### src/rtl/wshbn_ic_pkg.sv
// Shared types and constants for the single-master Wishbone interconnect.
// Imported by the interconnect top level.
package wshbn_ic_pkg;

    // Width of the slave-select field taken from the master address.
    localparam int unsigned SelW = 4;

    // Largest slave count the select field can address.
    localparam int unsigned MaxSlv = 16;

    typedef enum logic [1:0] {
        StIdle,
        StActive,
        StResp
    } ic_state_e;

endpackage

### src/rtl/wshbn_intercon_if.sv
// Bus bundle between one Wishbone master, the interconnect and N slaves.
// Signal names are seen from the interconnect (_I into it, _O out of it).
interface wshbn_intercon_if #(
    parameter int unsigned N_SLV = 4,
    parameter int unsigned ADR_W = 8,
    parameter int unsigned DAT_W = 32
);

    // Master side
    logic [ADR_W-1:0]       M_ADR_I;
    logic [DAT_W-1:0]       M_DAT_I;
    logic                   M_WE_I;
    logic                   M_STB_I;
    logic                   M_CYC_I;
    logic [DAT_W-1:0]       M_DAT_O;
    logic                   M_ACK_O;
    logic                   M_ERR_O;

    // Slave side
    logic [ADR_W-1:0]       S_ADR_O;
    logic [DAT_W-1:0]       S_DAT_O;
    logic                   S_WE_O;
    logic [N_SLV-1:0]       S_CYC_O;
    logic [N_SLV-1:0]       S_STB_O;
    logic [N_SLV*DAT_W-1:0] S_DAT_I;
    logic [N_SLV-1:0]       S_ACK_I;
    logic [N_SLV-1:0]       S_ERR_I;

    modport intercon (
        input  M_ADR_I, M_DAT_I, M_WE_I, M_STB_I, M_CYC_I,
        output M_DAT_O, M_ACK_O, M_ERR_O,
        output S_ADR_O, S_DAT_O, S_WE_O, S_CYC_O, S_STB_O,
        input  S_DAT_I, S_ACK_I, S_ERR_I
    );

    modport master (
        output M_ADR_I, M_DAT_I, M_WE_I, M_STB_I, M_CYC_I,
        input  M_DAT_O, M_ACK_O, M_ERR_O
    );

    modport slave (
        input  S_ADR_O, S_DAT_O, S_WE_O, S_CYC_O, S_STB_O,
        output S_DAT_I, S_ACK_I, S_ERR_I
    );

endinterface

### src/rtl/wshbn_wdt.sv
// Bus-timeout watchdog: counts enabled cycles and pulses expire_o on the
// TIMEOUT-th one. TIMEOUT of 0 disables it.
module wshbn_wdt #(
    parameter int unsigned TIMEOUT = 255
) (
    input  logic clk_i,
    input  logic rst_ni,
    input  logic clear_i,
    input  logic enable_i,
    output logic expire_o
);

    localparam int unsigned CntW    = (TIMEOUT > 1) ? $clog2(TIMEOUT) : 1;
    localparam bit          Enabled = (TIMEOUT != 0);
    localparam logic [CntW-1:0] Last = Enabled ? CntW'(TIMEOUT - 1) : '0;

    logic [CntW-1:0] cnt_q, cnt_d;

    // Holds at Last so a late clear can never see a wrapped count.
    always_comb begin
        cnt_d = cnt_q;
        if (clear_i) begin
            cnt_d = '0;
        end else if (enable_i && (cnt_q != Last)) begin
            cnt_d = cnt_q + 1'b1;
        end
    end

    always_ff @(posedge clk_i or negedge rst_ni) begin
        if (!rst_ni) begin
            cnt_q <= '0;
        end else begin
            cnt_q <= cnt_d;
        end
    end

    assign expire_o = Enabled && enable_i && (cnt_q == Last);

endmodule

### src/rtl/wshbn_intercon.sv
// Single-master, N-slave Wishbone interconnect with registered slave select,
// unmapped-address error, per-slave response routing and a bus watchdog.
module wshbn_intercon
    import wshbn_ic_pkg::*;
#(
    parameter int unsigned N_SLV   = 4,
    parameter int unsigned ADR_W   = 8,
    parameter int unsigned DAT_W   = 32,
    parameter int unsigned SEL_LO  = 4,
    parameter int unsigned TIMEOUT = 255
) (
    input  logic                CLK_I,
    input  logic                RST_I,
    wshbn_intercon_if.intercon  bus,
    output logic [7:0]          tmo_cnt_o,
    output logic [ADR_W-1:0]    err_adr_o
);

    ic_state_e        state_q, state_d;
    logic [SelW-1:0]  sel_q, sel_d;
    logic             err_q, err_d;
    logic [DAT_W-1:0] dat_q, dat_d;
    logic [7:0]       tmo_cnt_q, tmo_cnt_d;
    logic [ADR_W-1:0] err_adr_q, err_adr_d;

    logic [SelW-1:0]  adr_sel;
    logic             sel_ok;
    logic             active;
    logic             slv_ack;
    logic             slv_err;
    logic [DAT_W-1:0] slv_dat;
    logic             wdt_expire;
    logic [N_SLV-1:0] stb;

    assign bus.S_ADR_O = bus.M_ADR_I;
    assign bus.S_DAT_O = bus.M_DAT_I;
    assign bus.S_WE_O  = bus.M_WE_I;

    assign adr_sel = bus.M_ADR_I[SEL_LO +: SelW];
    assign sel_ok  = (32'(adr_sel) < N_SLV);
    assign active  = (state_q == StActive);

    // Only the registered selection is looked at; other slaves are ignored.
    always_comb begin
        slv_ack = 1'b0;
        slv_err = 1'b0;
        slv_dat = '0;
        for (int unsigned k = 0; k < N_SLV; k++) begin
            if (sel_q == SelW'(k)) begin
                slv_ack = bus.S_ACK_I[k];
                slv_err = bus.S_ERR_I[k];
                slv_dat = bus.S_DAT_I[k*DAT_W +: DAT_W];
            end
        end
    end

    wshbn_wdt #(
        .TIMEOUT (TIMEOUT)
    ) u_wdt (
        .clk_i    (CLK_I),
        .rst_ni   (RST_I),
        .clear_i  (!active),
        .enable_i (active),
        .expire_o (wdt_expire)
    );

    always_ff @(posedge CLK_I or negedge RST_I) begin
        if (!RST_I) begin
            state_q   <= StIdle;
            sel_q     <= '0;
            err_q     <= 1'b0;
            dat_q     <= '0;
            tmo_cnt_q <= '0;
            err_adr_q <= '0;
        end else begin
            state_q   <= state_d;
            sel_q     <= sel_d;
            err_q     <= err_d;
            dat_q     <= dat_d;
            tmo_cnt_q <= tmo_cnt_d;
            err_adr_q <= err_adr_d;
        end
    end

    always_comb begin
        state_d   = state_q;
        sel_d     = sel_q;
        err_d     = err_q;
        dat_d     = dat_q;
        tmo_cnt_d = tmo_cnt_q;
        err_adr_d = err_adr_q;
        unique case (state_q)
            StIdle: begin
                if (bus.M_CYC_I && bus.M_STB_I) begin
                    sel_d = adr_sel;
                    if (sel_ok) begin
                        state_d = StActive;
                    end else begin
                        err_d     = 1'b1;
                        err_adr_d = bus.M_ADR_I;
                        state_d   = StResp;
                    end
                end
            end
            StActive: begin
                // Abort first: the master is no longer waiting for anything.
                if (!bus.M_CYC_I) begin
                    state_d = StIdle;
                end else if (slv_err) begin
                    err_d     = 1'b1;
                    err_adr_d = bus.M_ADR_I;
                    state_d   = StResp;
                end else if (slv_ack) begin
                    err_d = 1'b0;
                    if (!bus.M_WE_I) begin
                        dat_d = slv_dat;
                    end
                    state_d = StResp;
                end else if (wdt_expire) begin
                    err_d     = 1'b1;
                    err_adr_d = bus.M_ADR_I;
                    tmo_cnt_d = (tmo_cnt_q == 8'hFF) ? tmo_cnt_q : tmo_cnt_q + 8'd1;
                    state_d   = StResp;
                end
            end
            StResp: begin
                state_d = StIdle;
            end
            default: begin
                state_d = StIdle;
            end
        endcase
    end

    always_comb begin
        stb = '0;
        for (int unsigned k = 0; k < N_SLV; k++) begin
            stb[k] = active && (sel_q == SelW'(k));
        end
        bus.S_CYC_O = stb;
        bus.S_STB_O = stb;
        bus.M_ACK_O = (state_q == StResp) && !err_q;
        bus.M_ERR_O = (state_q == StResp) && err_q;
        bus.M_DAT_O = dat_q;
        tmo_cnt_o   = tmo_cnt_q;
        err_adr_o   = err_adr_q;
    end

endmodule

### src/flat_wrapper.sv
// flat-port wrapper written by rule: the top's interface ports become plain ports
module wshbn_intercon_flat import wshbn_ic_pkg::*;
#(
    parameter int unsigned N_SLV   = 4,
    parameter int unsigned ADR_W   = 8,
    parameter int unsigned DAT_W   = 32,
    parameter int unsigned SEL_LO  = 4,
    parameter int unsigned TIMEOUT = 255
)
  (CLK_I, RST_I, tmo_cnt_o, err_adr_o, bus_M_ADR_I, bus_M_DAT_I, bus_M_WE_I, bus_M_STB_I, bus_M_CYC_I, bus_M_DAT_O, bus_M_ACK_O, bus_M_ERR_O, bus_S_ADR_O, bus_S_DAT_O, bus_S_WE_O, bus_S_CYC_O, bus_S_STB_O, bus_S_DAT_I, bus_S_ACK_I, bus_S_ERR_I);
  wshbn_intercon_if #(.N_SLV(N_SLV), .ADR_W(ADR_W), .DAT_W(DAT_W)) bus_i ();
  input  logic CLK_I;
  input  logic RST_I;
  output logic [7:0] tmo_cnt_o;
  output logic [ADR_W-1:0] err_adr_o;
  input wire logic [$bits(bus_i.M_ADR_I)-1:0] bus_M_ADR_I;
  input wire logic [$bits(bus_i.M_DAT_I)-1:0] bus_M_DAT_I;
  input wire logic [$bits(bus_i.M_WE_I)-1:0] bus_M_WE_I;
  input wire logic [$bits(bus_i.M_STB_I)-1:0] bus_M_STB_I;
  input wire logic [$bits(bus_i.M_CYC_I)-1:0] bus_M_CYC_I;
  output wire logic [$bits(bus_i.M_DAT_O)-1:0] bus_M_DAT_O;
  output wire logic [$bits(bus_i.M_ACK_O)-1:0] bus_M_ACK_O;
  output wire logic [$bits(bus_i.M_ERR_O)-1:0] bus_M_ERR_O;
  output wire logic [$bits(bus_i.S_ADR_O)-1:0] bus_S_ADR_O;
  output wire logic [$bits(bus_i.S_DAT_O)-1:0] bus_S_DAT_O;
  output wire logic [$bits(bus_i.S_WE_O)-1:0] bus_S_WE_O;
  output wire logic [$bits(bus_i.S_CYC_O)-1:0] bus_S_CYC_O;
  output wire logic [$bits(bus_i.S_STB_O)-1:0] bus_S_STB_O;
  input wire logic [$bits(bus_i.S_DAT_I)-1:0] bus_S_DAT_I;
  input wire logic [$bits(bus_i.S_ACK_I)-1:0] bus_S_ACK_I;
  input wire logic [$bits(bus_i.S_ERR_I)-1:0] bus_S_ERR_I;
  assign bus_i.M_ADR_I = bus_M_ADR_I;
  assign bus_i.M_DAT_I = bus_M_DAT_I;
  assign bus_i.M_WE_I = bus_M_WE_I;
  assign bus_i.M_STB_I = bus_M_STB_I;
  assign bus_i.M_CYC_I = bus_M_CYC_I;
  assign bus_M_DAT_O = bus_i.M_DAT_O;
  assign bus_M_ACK_O = bus_i.M_ACK_O;
  assign bus_M_ERR_O = bus_i.M_ERR_O;
  assign bus_S_ADR_O = bus_i.S_ADR_O;
  assign bus_S_DAT_O = bus_i.S_DAT_O;
  assign bus_S_WE_O = bus_i.S_WE_O;
  assign bus_S_CYC_O = bus_i.S_CYC_O;
  assign bus_S_STB_O = bus_i.S_STB_O;
  assign bus_i.S_DAT_I = bus_S_DAT_I;
  assign bus_i.S_ACK_I = bus_S_ACK_I;
  assign bus_i.S_ERR_I = bus_S_ERR_I;
  wshbn_intercon #(.N_SLV(N_SLV), .ADR_W(ADR_W), .DAT_W(DAT_W), .SEL_LO(SEL_LO), .TIMEOUT(TIMEOUT)) u_core (.CLK_I(CLK_I), .RST_I(RST_I), .bus(bus_i), .tmo_cnt_o(tmo_cnt_o), .err_adr_o(err_adr_o));
endmodule
### config.mk
export PLATFORM = sky130hd
export DESIGN_NAME = wshbn_intercon_flat
export DESIGN_NICKNAME = d
export VERILOG_FILES = /design/src/rtl/wshbn_ic_pkg.sv /design/src/rtl/wshbn_intercon_if.sv /design/src/rtl/wshbn_wdt.sv /design/src/rtl/wshbn_intercon.sv /design/src/flat_wrapper.sv
export SDC_FILE = /design/constraint.sdc
export NUM_CORES = 1
export LEC_CHECK = 0
export CAP_MARGIN = 0
export CORE_MARGIN = 2
export CORE_UTILIZATION = 36
export CTS_CLUSTER_DIAMETER = 120
export CTS_CLUSTER_SIZE = 25
export DETAILED_ROUTE_END_ITERATION = 10
export PLACE_DENSITY = 0.83
export SYNTH_ARGS = -nofsm -noshare
export SYNTH_HDL_FRONTEND = slang
export SYNTH_SLANG_ARGS = --single-unit
### constraint.sdc
create_clock -name CLK_I -period 2.73 [get_ports CLK_I]
set_clock_uncertainty 0.15 [all_clocks]
set_input_delay 0.273 -clock CLK_I [delete_from_list [all_inputs] [get_ports CLK_I]]
set_output_delay 0.273 -clock CLK_I [all_outputs]
set_load 0.05 [all_outputs]
==> impl_metrics.tcl <==
set metrics [dict create \
    htreeDepth 3 \
    crit_path_max_incr_delay_ps 420 \
    grt_pass1_vias 3702 \
    synth_fp_nets 551 \
    grt.total_usage 0.2046 \
    crit_required_ps 2810 \
    cts_tree "yes" \
    dp.final_hpwl_mm 9.519 \
    p_leak_nw 2.452 \
    layout-drive-gt1-share 0.1645 \
    drt_iter0_drc 136 \
    critPathSlowestCell "dfrtp_1" \
    worstPathMaxFanout 8 \
    antenna_found_initial 0 \
    die_w_um 109.1 \
    timing.rr.end "u_core.err_adr_o[6]" \
    dp_slack_ps 376.9 \
    grt_max_degree 63 \
    netlist_area_um2 3980 \
    ant_nets 0 \
    synth-seq-cells 63 \
    path_clk_slew_ps 80 \
    min_period_ps 2343 \
    post-cts-setup-buffer-count 0 \
    ys_types 44 \
    r2r_slack_ps 390 \
    die-area_um2 11910 \
    avgViaCountPerCell 5.076 \
    wire_per_inst_um 17.93 \
    fin_crit_sh 0.8583 \
    avgSynthCellArea_um2 10.84 \
    synth_seq_area_share 0.3961 \
    ctsHoldBuffers 1 \
    placed_area_um2 6032 \
    cts_buffers 9 \
    arrival_ps 2420 \
    start_kind "register" \
    ir_worst_vdd_v 0.0003813 \
    synth_area_leaders "dfrtp_1 (40%), mux4_2 (18%), buf_4 (8.7%)" \
    async_flop_share 1.000 \
    rows 38 \
    synth_cells 367 \
    ios 280 \
    fillers 910 \
    crit_type "reg2reg" \
    drv_cap 0 \
    hold_violations 0 \
    globalRouteOverflowTotal 0 \
    synthAdderAreaFrac 0.009431 \
    muxShareOfSynthArea 0.2307 \
    hold_path.class "in2async" \
    setup_slack_ps 387.0 \
    setup_violations 0 \
    crit_path_end_kind "register" \
    initial_core_util 0.3688 \
    fin_area_um2 6240 \
    core_um2 10790 \
    syn_to_final_growth_pct 56.77 \
    cts-root-buf "clkbuf_8" \
    place_congestion 0.8115 \
    antenna_cells 0 \
    cts_buffer_depth 2 \
    fmax_ghz 0.4268 \
    drcViolationCount 0 \
    worstSkewPairLatency_ps 340 \
    grt_pass1_wl_mm 18.60 \
    yosysTopAreaCell "dfrtp_1" \
    drtPass1Iterations 5 \
    wl_mm 12.21 \
    synth_xor_area_frac 0.02641 \
    drv_slew 0 \
    yosys_most_used_dff "dfrtp_1" \
    worstMarginPinSlew_ps 640.3 \
    cts_resized 0 \
    layout.nets 720 \
    cp_cell_sequence "inv_1 > ha_1 > nand3_1 > or2_0 > a21o_2 > a21oi_4 > mux2_2" \
    timing.rr.start "u_core.u_wdt.cnt_q[0]" \
    portBuffers 215 \
    power.density_nw_per_um2 512.9 \
    yosys_warnings 0 \
    synth.top_cell.area_share 0.3961 \
    relSlewSlack 0.5731 \
    status "finished clean" \
    tns_ps 0 \
    via_count 3457 \
    dieHeight_um 109.1 \
    synth_top_family_by_area "multiplexers" \
    yosys.area_share.simple 0.1402 \
    grt_setup_unrepaired "false" \
    synth_edf_count 0 \
    cts_sinks 63 \
    reg2reg_depth 7 \
    synth_compound_area_frac 0.08331 \
    final_util 0.5781 \
]
## worst max-delay path: cells and delay by family (launching register included)
| family | cells | cell delay (ps) |
|---|---|---|
| AO/OA/AOI/OAI | 2 | 570 |
| flip-flops | 1 | 420 |
| multiplexers | 1 | 370 |
| AND/OR/NAND/NOR | 2 | 490 |
| buffers and inverters | 1 | 80 |
| adder cells (fa/ha/maj) | 1 | 150 |
## stage by stage
step	std cells	hold slack [ps]	power, mW
after floorplan	367	-172.6	2.047
after global placement	664	-74.89	2.379
after detailed placement	664	-73.82	2.411
after CTS	681	106.3	3.236
after global routing	681	112.3	3.363
final	681	110.7	3.201
## report_power, final
| part | leakage (nW) | switching (mW) | internal (mW) |
|---|---|---|---|
| Clock | 0.0875 | 0.397 | 0.421 |
| Sequential | 0.844 | 0.0704 | 1.01 |
| Combinational | 1.52 | 0.657 | 0.642 |
## cell families (layout without fill, tap and decap cells)
logic type                 after synthesis  in the layout
AOI/OAI and AO/OA                       53             53
xor gates and xnor gates                12             12
adders and majority gates                3              3
buffers and inverters                   67            241
DFF                                     63             63
muxes                                   50             50
and+or+nand+nor                        119            119
## placed cells by master, fill, tap and decap left out, drive strengths merged, types with 2 or more instances in the layout
cell / n
clkinv: 2
nor3b: 2
clkinvlp: 4
nand4: 4
o21a: 2
a211oi: 3
dfrtp: 63
nor2: 15
mux2: 14
nor2b: 2
o21ai: 34
xnor2: 10
and4: 2
ha: 3
buf: 17
nand2b: 2
clkdlybuf4s50: 206
nand3: 6
and3: 4
nand2: 72
mux2i: 4
xor2: 2
nor3: 4
a21oi: 7
clkbuf: 9
mux4: 32
## per-layer routing
metal	vias to the layer above	global-route usage	wire (µm)
li1	1602	-	-
met1	1660	0.2414	4584
met2	152	0.3483	6311
met3	43	0.05559	940
met4	0	0.08974	374
met5	-	0	0
## registers in the layout, indices dropped and copies added (netlist names)
register	flops
u_core.bus.M_DAT_O	32
u_core.err_adr_o	8
u_core.err_q	1
u_core.sel_q	4
u_core.state_q	2
u_core.tmo_cnt_o	8
u_core.u_wdt.cnt_q	8
## final cells by class
class                      count  area [µm²]  area share
multi-input combinational    237        1963      0.3146
clock inverter                 7       73.82     0.01183
clock buffer                   9       123.9     0.01985
tap                          140       175.2     0.02807
timing repair buffer         224        2322      0.3722
sequential                    63        1578      0.2529
inverter                       1       3.754   0.0006016
## Yosys cell counts, types with 2 or more instances
library cell  count
nand3_1           6
a21oi_1           6
buf_4            46
o21a_1            2
dfrtp_1          63
nor2b_1           2
xor2_1            2
and4_1            2
mux4_2           32
and3_1            4
nand2b_1          2
buf_2            11
clkbuf_1          7
nand4_1           4
o21ai_0           6
nor3_1            4
ha_1              3
mux2_2           13
mux2i_1           4
nand2_1          71
o21ai_1          28
a211oi_1          3
xnor2_1          10
buf_6             2
nor2_1           15
## worst max-delay path by stage
stage	from	endpoint	slack, ps	cells past startpoint
2_1_floorplan	u_core.sel_q[1]	bus_S_STB_O[3]	360	5
3_3_place_gp	bus_S_ACK_I[1]	u_core.err_adr_o[3]	420	6
3_5_place_dp	bus_S_ACK_I[1]	u_core.err_adr_o[6]	380	6
4_1_cts	u_core.u_wdt.cnt_q[0]	u_core.err_adr_o[0]	390	7
5_1_grt	u_core.u_wdt.cnt_q[0]	u_core.err_adr_o[0]	260	7
6_report	u_core.u_wdt.cnt_q[0]	u_core.err_adr_o[6]	390	7
No activity file was read; power rests on OpenSTA's default activity.
